--- src/rtl/dice_roller.sv ---
// rtl/dice_roller.sv - three-bit dice roller driven by an 8-bit LFSR
//
// Purpose: on a rising edge of roll, tumbles the dice for ROLL_CYCLES clocks,
// then holds a settled d1/d2/d3 triple for the downstream evaluator.
//
// Ports:
//   clk        in   clock, rising edge
//   rst        in   asynchronous active-high reset
//   roll       in   roll request level; only its rising edge acts
//   d1,d2,d3   out  dice bits (registered)
//   busy       out  high while tumbling
//   valid      out  high while d1..d3 hold a settled result
//   roll_count out  completed rolls, saturating at 8'hFF

module dice_roller #(
    parameter int          ROLL_CYCLES = 16,
    parameter logic [7:0]  SEED        = 8'hA5
) (
    input  logic       clk,
    input  logic       rst,
    input  logic       roll,
    output logic       d1,
    output logic       d2,
    output logic       d3,
    output logic       busy,
    output logic       valid,
    output logic [7:0] roll_count
);

    localparam logic [1:0] S_IDLE = 2'd0;
    localparam logic [1:0] S_ROLL = 2'd1;
    localparam logic [1:0] S_HOLD = 2'd2;

    // Counter reload: the entry edge plus ROLL_CYCLES-1 decrements plus the
    // latching clock puts valid exactly ROLL_CYCLES clocks after the entry edge.
    localparam logic [7:0] CNT_LOAD = 8'(ROLL_CYCLES - 1);

    logic [1:0] state_q, state_d;
    logic [7:0] lfsr_q, lfsr_d;
    logic [7:0] cnt_q, cnt_d;
    logic       roll_q, roll_d;
    logic [2:0] dice_q, dice_d;
    logic       busy_q, busy_d;
    logic       valid_q, valid_d;
    logic [7:0] roll_count_q, roll_count_d;

    logic       lfsr_fb;
    logic       roll_edge;
    logic [2:0] lfsr_dice;

    // x^8+x^6+x^5+x^4+1 in shift-left form: taps at bits 7,5,4,3.
    assign lfsr_fb   = lfsr_q[7] ^ lfsr_q[5] ^ lfsr_q[4] ^ lfsr_q[3];
    assign roll_edge = roll & ~roll_q;
    assign lfsr_dice = {lfsr_q[0], lfsr_q[3], lfsr_q[6]};

    always_comb begin
        // All-zero is the only lock-up state; reseed if it is ever reached.
        if (lfsr_q == 8'h00) begin
            lfsr_d = SEED;
        end else begin
            lfsr_d = {lfsr_q[6:0], lfsr_fb};
        end
        roll_d = roll;
    end

    always_comb begin
        state_d      = state_q;
        cnt_d        = cnt_q;
        dice_d       = dice_q;
        busy_d       = busy_q;
        valid_d      = valid_q;
        roll_count_d = roll_count_q;

        case (state_q)
            S_IDLE: begin
                dice_d  = 3'b000;
                busy_d  = 1'b0;
                valid_d = 1'b0;
                if (roll_edge) begin
                    state_d = S_ROLL;
                    cnt_d   = CNT_LOAD;
                    busy_d  = 1'b1;
                end
            end
            S_ROLL: begin
                // Edges are deliberately not examined here: no restart mid-tumble.
                dice_d = lfsr_dice;
                if (cnt_q == 8'd0) begin
                    state_d = S_HOLD;
                    busy_d  = 1'b0;
                    valid_d = 1'b1;
                    if (roll_count_q != 8'hFF) begin
                        roll_count_d = roll_count_q + 8'd1;
                    end
                end else begin
                    cnt_d   = cnt_q - 8'd1;
                    busy_d  = 1'b1;
                    valid_d = 1'b0;
                end
            end
            S_HOLD: begin
                busy_d  = 1'b0;
                valid_d = 1'b1;
                if (roll_edge) begin
                    state_d = S_ROLL;
                    cnt_d   = CNT_LOAD;
                    busy_d  = 1'b1;
                    valid_d = 1'b0;
                end
            end
            default: begin
                state_d = S_IDLE;
                cnt_d   = 8'd0;
                dice_d  = 3'b000;
                busy_d  = 1'b0;
                valid_d = 1'b0;
            end
        endcase
    end

    always_ff @(posedge clk or posedge rst) begin
        if (rst) begin
            state_q      <= S_IDLE;
            lfsr_q       <= SEED;
            cnt_q        <= 8'd0;
            // Treat roll as already high so a level held through reset
            // release does not count as a new press.
            roll_q       <= 1'b1;
            dice_q       <= 3'b000;
            busy_q       <= 1'b0;
            valid_q      <= 1'b0;
            roll_count_q <= 8'd0;
        end else begin
            state_q      <= state_d;
            lfsr_q       <= lfsr_d;
            cnt_q        <= cnt_d;
            roll_q       <= roll_d;
            dice_q       <= dice_d;
            busy_q       <= busy_d;
            valid_q      <= valid_d;
            roll_count_q <= roll_count_d;
        end
    end

    assign d1         = dice_q[2];
    assign d2         = dice_q[1];
    assign d3         = dice_q[0];
    assign busy       = busy_q;
    assign valid      = valid_q;
    assign roll_count = roll_count_q;

endmodule
--- config.mk ---
export PLATFORM = sky130hd
export DESIGN_NAME = dice_roller
export DESIGN_NICKNAME = d
export VERILOG_FILES = /design/src/rtl/dice_roller.sv
export SDC_FILE = /design/constraint.sdc
export NUM_CORES = 1
export LEC_CHECK = 0
export ABC_AREA = 0
export BUFFER_PORTS_ARGS = -buffer_cell sky130_fd_sc_hd__buf_2
export CAP_MARGIN = 10
export CORE_MARGIN = 1.5
export CORE_UTILIZATION = 45
export CTS_BUF_LIST = sky130_fd_sc_hd__clkbuf_16
export DETAILED_ROUTE_END_ITERATION = 16
export PLACE_DENSITY = 0.66
export SLEW_MARGIN = 20
export SYNTH_ARGS = -nofsm -noshare
export SYNTH_HDL_FRONTEND = slang
export SYNTH_SLANG_ARGS = --single-unit
--- constraint.sdc ---
create_clock -name clk -period 1.7 [get_ports clk]
set_input_delay 0.34 -clock clk [delete_from_list [all_inputs] [get_ports clk]]
set_output_delay 0.34 -clock clk [all_outputs]
set_load 0.01 [all_outputs]
==> impl_results.md <==
* Crit path time final at ~1.7 ns
* Final net count at 189
* Maximum vdd drop at 0.962 mV
* CTS H-tree lvls at 2
* Max_slew headroom at 0.673
* Placed instance area at roughly 1700 sq um
* Drt pass-1 iters at 4
* Synth area leader: dfrtp_1
* Synth Cell Area at approximately 1500 sq um
* CP endpoint kind: flip-flop
* Number of synthesized flops with an enable pin at 0
* Hpwl dp at 2.08 mm
* Proportion of layout cells with a drive suffix above 1 at 0.403
* Routed Antenna Nets at 0
* CP max stage delay at 0.39 ns
* CP Buf/Inv Count at 3
* P&R area growth vs syn at 36.8%
* Slowest-stage cell, CP: dfrtp_1
* Final worst-path setup slack at ~0.018 ns
* Largest family of logic cells by synthesized area: simple AND/OR/NAND/NOR gates
* Final non-filler cell total at 225
* Clock Latency Late Sink at roughly 0.28 ns
* Synth Register Bits at 32
* Max Clock Skew at 0.00170 ns
* # setup viols final at 0
* Top cells by count, synth: 27 x dfrtp_1, 13 x o21ai_0, 12 x a21oi_1, 9 x inv_1, 9 x nor2_1
* Synth async-reset ratio at 1.00
* Slew Limit Fails at 0
* Yosys warnings at 0
* Psw at between 1 and 1.5 mW
* Post-synthesis compound-gate area fraction at 0.132
* GP Congestion at roughly 0.77
* Place WS at -0.132 ns
* Post-Synth Adder-Cell Area at 0.0499
* Mux share of post-synthesis cell area at 0.0175
* Switching part of the total at 0.323
* Synth area leaders: dfrtp_1 45%, dfstp_2 8.7%, ha_1 5.0%, o21ai_0 4.3%, a21oi_1 4.0%
* Die Area at 3700 sq um
* Post-Syn Instances at 142
* Most frequent cell after synthesis: dfrtp_1
* Critical path cell sequence: inv_2 -> ha_4 -> nor4bb_4 -> buf_4 -> o2bb2ai_4 -> buf_6 -> o21ai_0 -> o21ai_0
* Avg Inst Size Synth at about 11 sq um
* Standard-cell rows at 20
* RSZ-0062 raised after global routing: yes
* Clk slew on worst S/H paths at 0.05 ns
* Vias per cell at ~5.3
* HP Class: primary input to async pin
* WP data required at roughly 1.9 ns
* Fillcell total at 262
* Initial antenna violation count at 0
* Core Util, Final at 0.664
* CTS sink cnt at 32
* Mapped Nets at 151
* Sequential element share of the synthesized area at 0.536
* Inserted Diodes at 0
* Clock Path Buffers at 2
* Num CTS Buffers at 5
* Pleak at 0.994 nW
* Critical path launch point type: flip-flop
* First-pass GRT wire length at 5.04 mm
* Flop pwr share at 0.307
* PortBufs at 15
* Worst Tran Pin Value at 0.490 ns
* Combinational share of power at 0.371
* Post-synthesis simple-gate area fraction at 0.172
* Die X at roughly 60 um
* Placeable Area at 3100 sq um
* Post-synth top area share at 0.449
* Vias in the first global route at 1128
* Io pins at 16
* Detailed Route WL at 3.27 mm
* Crit path max fanout at 6
* Largest net degree at the start of global routing at 33
* Final period util at 0.989
* CTS tree: done
* Starting Density at 0.485
* Placed Instances at 213
* DRC viols at 0
* Vias at 1182
* Fin area at a little over 2000 sq um
* Gr usage total at 0.192
* Overflow after GRT at 0
* Top FF cell, synth: dfrtp_1
* # hold bufs at CTS at 0
* Status: finished clean
* Arr. time, crit path at roughly 1.9 ns
* Crit path top cell by count: o21ai_0
* Delay-heaviest family, CP: buffers and inverters
* Root Driver: clkbuf_16
* Critical setup path kind: flip-flop to flip-flop
* Clock power frac at 0.322
* Power, Total at 3.14 mW
* Max Cap Violations at 0
* Die height at 60.8 um
* Wirelength per Cell at between 10 and 15 um
* Maximum clock rate at 595 MHz
* Netlist cell types at 36
* Synth Area in XOR/XNOR at 0.0466
* PwrDens at between 1500 and 2000 nW/um^2
* Detailed Route Iter0 Violations at 49
* Fin. Hold Viols at 0
* Internal power at 2.12 mW
==> flip-flops by register name (all words and copies together), names as in the netlist <==
name / cells
roll_count: 8
lfsr_q: 8
state_q: 2
busy: 1
cnt_q: 8
dice_q: 3
valid: 1
roll_q: 1
==> metrics by stage <==
stage               setup TNS [ns]  hold WS, ns
floorplan                        0        0.344
global placement           -0.0383        0.393
detailed placement           -1.35        0.394
CTS                              0        0.143
global route                -0.124        0.177
finish                           0        0.130
==> metal layers <==
| metal | up-vias | part of all wire | global-route usage |
|---|---|---|---|
| met2 | 24 | 0.50 | 0.306 |
| li1 | 567 | - | - |
| met5 | - | 0 | 0 |
| met4 | 0 | 0.028 | 0.121 |
| met1 | 584 | 0.44 | 0.230 |
| met3 | 7 | 0.033 | 0.0512 |
==> final cells by class <==
type | count | area (sq um) | share of cell area
inverter | 9 | 33.8 | 0.0164
clock inverter | 3 | 42.5 | 0.0207
tap | 44 | 55.1 | 0.0267
multi-input combinational | 94 | 737 | 0.358
sequential | 32 | 807 | 0.392
timing repair buffer | 38 | 259 | 0.126
clock buffer | 5 | 125 | 0.0608
==> what timing repair did <==
action,4_1_cts,5_1_grt
endpoints found under the setup margin,16,16
setup buffers,0,4
pin swaps,1,4
gates resized for setup,8,20
==> path summary, 6_finish.rpt <==
| kind | from | to | slack [ns] | cells past startpoint |
|---|---|---|---|---|
| max in group asynchronous | rst | roll_q | 1.25 | 3 |
| worst min register to register | lfsr_q[2] | lfsr_q[3] | 0.40 | 0 |
| worst max-delay path | cnt_q[1] | cnt_q[4] | 0.02 | 8 |
| worst max register to register | cnt_q[1] | cnt_q[4] | 0.02 | 8 |
| min in group clk | roll | roll_q | 0.18 | 1 |
| worst min-delay path | rst | lfsr_q[4] | 0.13 | 3 |
==> power by group through the flow <==
stage / Clock (mW) / Sequential [mW] / Combinational (mW)
2_1_floorplan: 0 / 0.988 / 0.484
3_3_place_gp: 0 / 0.953 / 0.849
3_5_place_dp: 0 / 0.962 / 0.885
4_1_cts: 1.03 / 0.957 / 0.947
5_1_grt: 1.05 / 0.977 / 1.27
6_report: 1.01 / 0.963 / 1.16
==> cells in the final DEF, fill, tap and decap left out, types with 2 or more instances in the layout <==
cell type and n:
a21oi_1 10, a21oi_2 2, a22o_1 3, and3_1 3
buf_2 15, buf_4 20, buf_6 3, clkbuf_16 5
dfrtp_1 27, dfstp_2 5, ha_1 3, ha_2 2
inv_1 6, inv_2 3, mux2_4 2, nand2_1 5
nand2b_1 5, nand3_1 3, nand4_1 2, nor2_1 7
nor2b_1 3, nor3_1 2, nor4_1 2, o21ai_0 11
o21ai_1 2, xnor2_1 6, xor2_1 2
==> tightest hold or removal path, cell delays in order <==
cell and delay (ns):
buf_2 0.09, inv_1 0.04, buf_4 0.35
==> logic make-up after synthesis <==
group | Yosys count
and+or+nand+nor | 44
AOI/OAI and AO/OA | 34
DFF | 32
buffers and inverters | 16
xor gates and xnor gates | 8
adders and majority gates | 6
muxes | 2
(Power assumes the default switching activity.)
